==> src/rtl/ours_bdg_x2p_pkg.sv <==
// x2p bridge shared types: APB request/response bundles,
// APB master sequencer state encoding and default timeout.
package ours_bdg_x2p_pkg;

  localparam int unsigned OURS_BDG_X2P_APB_ADDR_W = 12;
  localparam int unsigned OURS_BDG_X2P_TIMEOUT_CYC_DFLT = 256;

  typedef struct packed {
    logic                               pwrite;
    logic [OURS_BDG_X2P_APB_ADDR_W-1:0] paddr;
    logic [31:0]                        pwdata;
  } apb_req_t;

  typedef struct packed {
    logic [31:0] prdata;
    logic        pslverr;
  } apb_resp_t;

  typedef enum logic [2:0] {
    IDLE      = 3'd0,
    WAIT_TICK = 3'd1,
    SETUP     = 3'd2,
    ACCESS    = 3'd3,
    RESP      = 3'd4
  } apb_mst_state_e;

  // Counter width for a given timeout; never below 1 bit so a
  // disabled timeout (0) still yields a legal vector.
  function automatic int unsigned tmo_w(input int unsigned cyc);
    return (cyc < 2) ? 1 : $clog2(cyc + 1);
  endfunction

endpackage

==> src/rtl/ours_bdg_x2p_apb_mst.sv <==
// x2p bridge per-peripheral APB master sequencer.
// Pops one apb_req_t, runs SETUP/ACCESS on pclk_en ticks with a
// PREADY timeout, and returns an apb_resp_t.
// Ports: aclk/aresetn (sync, active-low), pclk_en tick,
//   preq_valid/preq_ready/preq_t request in,
//   presp_valid/presp_ready/presp_t response out,
//   psel/penable/pwrite/paddr/pwdata/pready/prdata/pslverr APB,
//   busy (not IDLE), tmo_pulse (one cycle on timeout abort).
module ours_bdg_x2p_apb_mst
  import ours_bdg_x2p_pkg::*;
#(
  parameter int unsigned OURS_BDG_X2P_TIMEOUT_CYC =
    OURS_BDG_X2P_TIMEOUT_CYC_DFLT,
  parameter int unsigned OURS_BDG_X2P_TIMEOUT_W =
    tmo_w(OURS_BDG_X2P_TIMEOUT_CYC)
) (
  input  logic                               aclk,
  input  logic                               aresetn,
  input  logic                               pclk_en,
  input  logic                               preq_valid,
  output logic                               preq_ready,
  input  apb_req_t                           preq_t,
  output logic                               presp_valid,
  input  logic                               presp_ready,
  output apb_resp_t                          presp_t,
  output logic                               psel,
  output logic                               penable,
  output logic                               pwrite,
  output logic [OURS_BDG_X2P_APB_ADDR_W-1:0] paddr,
  output logic [31:0]                        pwdata,
  input  logic                               pready,
  input  logic [31:0]                        prdata,
  input  logic                               pslverr,
  output logic                               busy,
  output logic                               tmo_pulse
);

  localparam int unsigned W = OURS_BDG_X2P_TIMEOUT_W;
  localparam bit TMO_EN = (OURS_BDG_X2P_TIMEOUT_CYC != 0);
  localparam logic [W-1:0] TMO_LAST =
    TMO_EN ? W'(OURS_BDG_X2P_TIMEOUT_CYC - 1) : '0;

  apb_mst_state_e state_q;
  apb_req_t       req_q;
  apb_resp_t      resp_q;
  logic [W-1:0]   cnt_q;
  logic [W-1:0]   cnt_d;
  logic           psel_q;
  logic           penable_q;
  logic           preq_ready_q;
  logic           presp_valid_q;
  logic           busy_q;
  logic           tmo_q;
  logic           tmo_hit;

  assign cnt_d   = cnt_q + W'(1);
  assign tmo_hit = TMO_EN && (cnt_q == TMO_LAST);

  always_ff @(posedge aclk) begin
    if (!aresetn) begin
      state_q       <= IDLE;
      req_q         <= '0;
      resp_q        <= '0;
      cnt_q         <= '0;
      psel_q        <= 1'b0;
      penable_q     <= 1'b0;
      preq_ready_q  <= 1'b0;
      presp_valid_q <= 1'b0;
      busy_q        <= 1'b0;
      tmo_q         <= 1'b0;
    end else begin
      tmo_q <= 1'b0;
      unique case (state_q)
        IDLE: begin
          if (preq_valid && preq_ready_q) begin
            req_q        <= preq_t;
            preq_ready_q <= 1'b0;
            busy_q       <= 1'b1;
            // Off-tick accepts park in WAIT_TICK so SETUP
            // always begins on a tick boundary.
            if (pclk_en) begin
              state_q <= SETUP;
              psel_q  <= 1'b1;
            end else begin
              state_q <= WAIT_TICK;
            end
          end else begin
            preq_ready_q <= 1'b1;
          end
        end
        WAIT_TICK: begin
          if (pclk_en) begin
            state_q <= SETUP;
            psel_q  <= 1'b1;
          end
        end
        SETUP: begin
          if (pclk_en) begin
            state_q   <= ACCESS;
            penable_q <= 1'b1;
          end
        end
        ACCESS: begin
          if (pclk_en) begin
            cnt_q <= cnt_d;
            // pready wins over a coincident timeout.
            if (pready) begin
              resp_q.prdata  <= prdata;
              resp_q.pslverr <= pslverr;
              state_q        <= RESP;
              psel_q         <= 1'b0;
              penable_q      <= 1'b0;
              presp_valid_q  <= 1'b1;
            end else if (tmo_hit) begin
              resp_q.prdata  <= '0;
              resp_q.pslverr <= 1'b1;
              tmo_q          <= 1'b1;
              state_q        <= RESP;
              psel_q         <= 1'b0;
              penable_q      <= 1'b0;
              presp_valid_q  <= 1'b1;
            end
          end
        end
        RESP: begin
          if (presp_ready) begin
            state_q       <= IDLE;
            presp_valid_q <= 1'b0;
            busy_q        <= 1'b0;
            preq_ready_q  <= 1'b1;
            cnt_q         <= '0;
          end
        end
        default: state_q <= IDLE;
      endcase
    end
  end

  assign preq_ready  = preq_ready_q;
  assign presp_valid = presp_valid_q;
  assign presp_t     = resp_q;
  assign psel        = psel_q;
  assign penable     = penable_q;
  assign pwrite      = req_q.pwrite;
  assign paddr       = req_q.paddr;
  assign pwdata      = req_q.pwdata;
  assign busy        = busy_q;
  assign tmo_pulse   = tmo_q;

endmodule

==> config.mk <==
export PLATFORM = sky130hd
export DESIGN_NAME = ours_bdg_x2p_apb_mst
export DESIGN_NICKNAME = d
export VERILOG_FILES = /design/src/rtl/ours_bdg_x2p_pkg.sv /design/src/rtl/ours_bdg_x2p_apb_mst.sv
export SDC_FILE = /design/constraint.sdc
export NUM_CORES = 1
export LEC_CHECK = 0
export CAP_MARGIN = 10
export CORE_AREA = 5 5 129 82
export CTS_CLUSTER_DIAMETER = 200
export DETAILED_ROUTE_END_ITERATION = 10
export DIE_AREA = 0 0 134 87
export PLACE_DENSITY = 0.79
export SETUP_SLACK_MARGIN = 0.02
export SLEW_MARGIN = 25
export SYNTH_ARGS = -nofsm -noshare
export SYNTH_HDL_FRONTEND = slang
export SYNTH_SLANG_ARGS = --single-unit
==> constraint.sdc <==
create_clock -name aclk -period 2.26 [get_ports aclk]
set_input_delay 0.565 -clock aclk [delete_from_list [all_inputs] [get_ports aclk]]
set_output_delay 0.565 -clock aclk [all_outputs]
set_load 0.02 [all_outputs]
## Yosys cells after proc, flatten, opt, wreduce, memory -nomap -nowiden

Cells that the tools add are included.

| word-level totals | value |
|---|---|
| bits in registers | 96 |
| input bits | 84 |
| output and inout port bits | 84 |
| logic and storage cells | 78 |

| cells by class | value |
|---|---|
| add/subtract/negate cells | 1 |
| equality and inequality tests | 11 |
| mux-type cells | 33 |
| bitwise operators | 3 |
| reduce and logical (&&, ||, !) cells | 17 |

Operators with widths:

| operator | count |
|---|---|
| 33-bit 2-to-1 mux | 2 |
| 3-bit 2-to-1 mux | 7 |
| 9-bit 2-to-1 mux | 2 |
| 9-bit case mux with 2 select lines | 1 |
| 3-bit case mux with 5 select lines | 1 |
| 1-bit 2-to-1 mux | 14 |
| 4-bit AND reduction | 3 |
| 2-bit inequality test, second input constant | 5 |
| 9-bit by 1-bit adder with 9-bit output, second input constant | 1 |
| 9-bit by 8-bit equality test with 1-bit output, second input constant | 1 |
| 3-bit AND reduction | 3 |
| 1-bit case mux with 2 select lines | 4 |
| 2-bit nonzero test | 4 |
| 3-bit by 2-bit equality test with 1-bit output, second input constant | 2 |
| 6-bit AND reduction | 1 |
| 2-bit AND reduction | 2 |
| 4-bit OR reduction | 1 |
| 3-bit by 1-bit equality test with 1-bit output, second input constant | 1 |
| 3-bit equality test, second input constant | 1 |
| 3-bit zero test | 1 |
| 3-bit inequality test, second input constant | 1 |
| 1-bit NOT | 3 |
| 1-bit case mux with 3 select lines | 1 |
| 3-bit nonzero test | 1 |
| other kinds (2) | 2 |

## Logic depth before layout (Yosys ltp)

Gate-level depths: netlist of the first run.

| depth | value |
|---|---|
| word-level depth | 5 |
| depth in mapped cells | 8 |
| mapped depth without buffers | 8 |

## Least setup slack after synthesis of the first run

Ideal clock, no wire load.

| timing path | value |
|---|---|
| path type | in2reg |
| start point | in preq_valid |
| end point | reg state_q[0] |
| setup time | 127 ps |
| data arrival time | 1495 ps |
| required time | 2133 ps |
| slack | 638 ps |
| stages | 4 |
| buffers on the path | 0 |
| cell sequence | nand2_1 a221o_1 and3_1 or3_1 |

| on the way | value |
|---|---|
| word-level cells in the longest chain between the ends | 3 |

RTL lines:

| item | RTL line | RTL |
|---|---|---|
| start: declaration | ours_bdg_x2p_apb_mst.sv:20 | `input logic preq_valid,` |
| 1-bit logical AND | ours_bdg_x2p_apb_mst.sv:75 | `if (preq_valid && preq_ready_q) begin` |
| 2-bit inequality test (no line) | n/a |  |
| 6-bit AND reduction (no line) | n/a |  |
| end signal: assignment | ours_bdg_x2p_apb_mst.sv:82 | `state_q <= SETUP;` |
| end signal: assignment | ours_bdg_x2p_apb_mst.sv:85 | `state_q <= WAIT_TICK;` |
| end signal: assignment | ours_bdg_x2p_apb_mst.sv:93 | `state_q <= SETUP;` |
| end: declaration | ours_bdg_x2p_apb_mst.sv:43 | `apb_mst_state_e state_q;` |

Every way passes these cells.
A chain may end at the register's enable or synchronous reset.

## Final worst setup path of the first run

| timing path | value |
|---|---|
| start point | in pclk_en |
| end point | reg resp_q (netlist bit presp_t[1]) |

| on the way | value |
|---|---|
| word-level cells in the longest chain between the ends | 1 |

RTL lines:

| item | RTL line | RTL |
|---|---|---|
| start: declaration | ours_bdg_x2p_apb_mst.sv:19 | `input logic pclk_en,` |
| 3-bit AND reduction (no line) | n/a |  |
| end: declaration | ours_bdg_x2p_apb_mst.sv:45 | `apb_resp_t resp_q;` |

Every way passes these cells.

==> flow_metrics.env, run 1 <==
export IMPL_wl_um=10600
export IMPL_grt_pass1_vias=3552
export IMPL_numClockSinks=96
export IMPL_cts_clk_slew_worst_paths_ns=0.07
export IMPL_postRouteAntennaNets=0
export IMPL_yosysSeqAreaShare_pct=50.8
export IMPL_ir_drop_mv=0.590
export IMPL_slew_violations=0
export IMPL_pre_cts_ws_ns=-0.00382
export IMPL_max_freq_mhz=517
export IMPL_die_area_um2=11700
export IMPL_rsz0062_at_grt="no"
export IMPL_cts_buffers=9
export IMPL_numPortBuffers=167
export IMPL_cts_tree="done"
export IMPL_vias_per_cell=4.87
export IMPL_grt_antenna_before_repair=0
export IMPL_cp_arrival_ns=2.20
export IMPL_dp_hpwl_um=7760
export IMPL_crit_path_top_delay_cell="clkdlybuf4s50_1"
export IMPL_layout_common_cells="clkdlybuf4s50_1, nand2_1, dfxtp_1"
export IMPL_grt_pass1_wl_um=16900
export IMPL_required_ns=2.53
export IMPL_critPathLaunchType="input port"
export IMPL_min_period_over_period_pct=85.6
export IMPL_cpLargestDelayFamily="buffers and inverters"
export IMPL_fin_setup_tns_ns=0
export IMPL_path_cells="clkdlybuf4s50_1, and4b_1, buf_4, and2_1, a22oi_1, nor2b_1"
export IMPL_die_h_um=87
export IMPL_htree_levels=3
export IMPL_status="completed"
export IMPL_place_inst=711
export IMPL_drcViolationCount=0
export IMPL_path_max_fanout=30
export IMPL_fin_worst_skew_ns=0.00624
export IMPL_fp_dieW_um=134
export IMPL_clock_root_buffer="clkbuf_16"
export IMPL_final_cells=727
export IMPL_finalSetupViolCount=0
export IMPL_ios=168
export IMPL_hold_buffers=0
export IMPL_fp_coreArea_um2=9420
export IMPL_wl_per_cell_um=14.5
export IMPL_routabilityCongestion=0.801
export IMPL_postCtsSetupBuffers=0
export IMPL_power_density_nw_per_um2=828
export IMPL_diodes=0
export IMPL_grt_usage_pct=17.7
export IMPL_ys_ff_latch=96
export IMPL_clockBufferDepth=2
export IMPL_maxCapViolCount=0
export IMPL_seq_area_um2=1920
export IMPL_fill_cells=783
export IMPL_multiInputGateArea_um2=1740
export IMPL_relSlewSlack_pct=67.2
export IMPL_vias=3543
export IMPL_start_util_pct=40.2
export IMPL_avgSynthCellArea_um2=8.51
export IMPL_final_nets=688
export IMPL_gr_total_overflow=0
export IMPL_first_iter_violations=165
export IMPL_clock_latency_ns=0.33
export IMPL_critPathKind="input port to flop"
export IMPL_max_slew_worst_pin_slew_ns=0.490
export IMPL_layout_min_cycle_time_ns=1.94
export IMPL_firstDrtPassIters=4
export IMPL_ys_types=41
export IMPL_setup_slack_ns=0.325
export IMPL_layout_commonest_cell="clkdlybuf4s50_1"
export IMPL_netlist_area_um2=3790
export IMPL_post_cts_resized=0
export IMPL_syn_to_final_growth_pct=57.0
export IMPL_rows=28
export IMPL_endpoint_kind="flop"
export IMPL_critPathMaxStageDelay_ns=0.52
export IMPL_drive_gt1_share_pct=4.94
export IMPL_netlist_instances=445
export IMPL_synth_net_count=531
export IMPL_hp_class="flop to flop"
export IMPL_grt_max_degree=47
export IMPL_path_buf_inv=2
export IMPL_yosys_warnings=0
export IMPL_leakage_nw=2.06
export IMPL_hold_viol_final=0
-- where the power goes --
part / switching, W / internal (W) / total, W
logic: 0.000626 / 0.000583 / 0.00121
registers: 0.000120 / 0.00186 / 0.00198
clock network: 0.000626 / 0.00111 / 0.00174
total: 0.00137 / 0.00355 / 0.00492
-- sequential cells by signal (all words and copies together), names as in the netlist --
signal and flops:
presp_t 33, psel 1, state_q 3, paddr 12
pwrite 1, preq_ready 1, penable 1, cnt_q 9
busy 1, pwdata 32, tmo_pulse 1, presp_valid 1
-- synth_stat cells, drive strengths merged --
master,count,area (um^2)
nand2,128,480
dfxtp,96,1920
a21boi,75,563
nand3,32,160
clkbuf,19,71.3
nor2,18,67.6
buf,12,62.6
nor2b,7,43.8
a21oi,5,25.0
a22oi,5,37.5
o21ai,5,25.0
inv,3,11.3
nand2b,3,18.8
nand4,3,18.8
nor3,3,26.3
or3,3,18.8
xor2,3,26.3
and3,2,12.5
ha,2,25.0
nor4b,2,17.5
o21a,2,15.0
or2,2,12.5
xnor2,2,17.5
a211oi,1,7.51
a221o,1,10.0
a31oi,1,6.26
and2,1,6.26
and4b,1,10.0
nand3b,1,7.51
nand4b,1,8.76
nand4bb,1,11.3
nor3b,1,7.51
nor4,1,6.26
o211a,1,10.0
o21bai,1,7.51
o2bb2ai,1,8.76
-- path summary, 6_finish.rpt --
check,to,slack (ns),start,cells past startpoint
max,presp_t[1],0.32,pclk_en,6
min,paddr[1],0.45,paddr[1],2
max reg2reg,presp_t[19],0.34,cnt_q[0],8
min reg2reg,paddr[1],0.45,paddr[1],2
-- worst register-to-register path, stage by stage (launching register included) --
cell and delay, ns:
dfxtp_1 0.33, ha_1 0.25, nand3_1 0.09, nor2_1 0.05
ha_1 0.24, o21ai_4 0.43, buf_12 0.21, nand2_1 0.06
a21boi_0 0.17
-- logic make-up after synthesis --
| kind of cell | Yosys count | share of synthesized area (%) |
|---|---|---|
| AOI/OAI and AO/OA | 98 | 18.9 |
| xor gates and xnor gates | 5 | 1.16 |
| adders and majority gates | 2 | 0.661 |
| buffers and inverters | 34 | 3.83 |
| DFF | 96 | 50.8 |
| and+or+nand+nor | 210 | 24.7 |
-- area by class of cell --
class	instances	share of cell area [%]
multi-input cells	315	29.2
repair buffers	177	29.9
inverters	3	0.189
clock inverters	5	1.75
clock buffers	11	4.08
well taps	120	2.53
flip-flops and latches	96	32.3
-- per-stage QoR --
| stage | area (um^2) | total power [W] | hold slack, ns | util, % |
|---|---|---|---|---|
| 2_1_floorplan | 3790 | 0.00262 | 0.476 | - |
| 3_3_place_gp | 5590 | 0.00321 | 0.440 | 59.3 |
| 3_5_place_dp | 5590 | 0.00323 | 0.447 | 59.3 |
| 4_1_cts | 5940 | 0.00498 | 0.455 | 63.0 |
| 5_1_grt | 5940 | 0.00516 | 0.471 | 63.1 |
| 6_report | 5940 | 0.00492 | 0.451 | 63.1 |
-- metal layers --
layer  vias up  global-route usage, %  wire [um]
met5         -                      0          0
met4         0                   4.48        152
met1      1615                   21.8       4680
met2       114                   28.6       4680
li1       1800                      -          -
met3        14                   8.03       1050
No activity file was read; power rests on OpenSTA's default activity.
==> inputs of run 2 (changes only) <==
--- a/config.mk
+++ b/config.mk
@@ -5,9 +5,11 @@
 export SDC_FILE = /design/constraint.sdc
 export NUM_CORES = 1
 export LEC_CHECK = 0
+export ABC_CLOCK_PERIOD_IN_PS = 2260
 export CAP_MARGIN = 10
 export CORE_AREA = 5 5 129 82
 export CTS_CLUSTER_DIAMETER = 200
+export CTS_CLUSTER_SIZE = 12
 export DETAILED_ROUTE_END_ITERATION = 10
 export DIE_AREA = 0 0 134 87
 export PLACE_DENSITY = 0.79
@@ -16,3 +18,4 @@
 export SYNTH_ARGS = -nofsm -noshare
 export SYNTH_HDL_FRONTEND = slang
 export SYNTH_SLANG_ARGS = --single-unit
+export TNS_END_PERCENT = 5
==> results of run 2 <==
No change in the layout: final DEF, timing and power equal those of run 1.
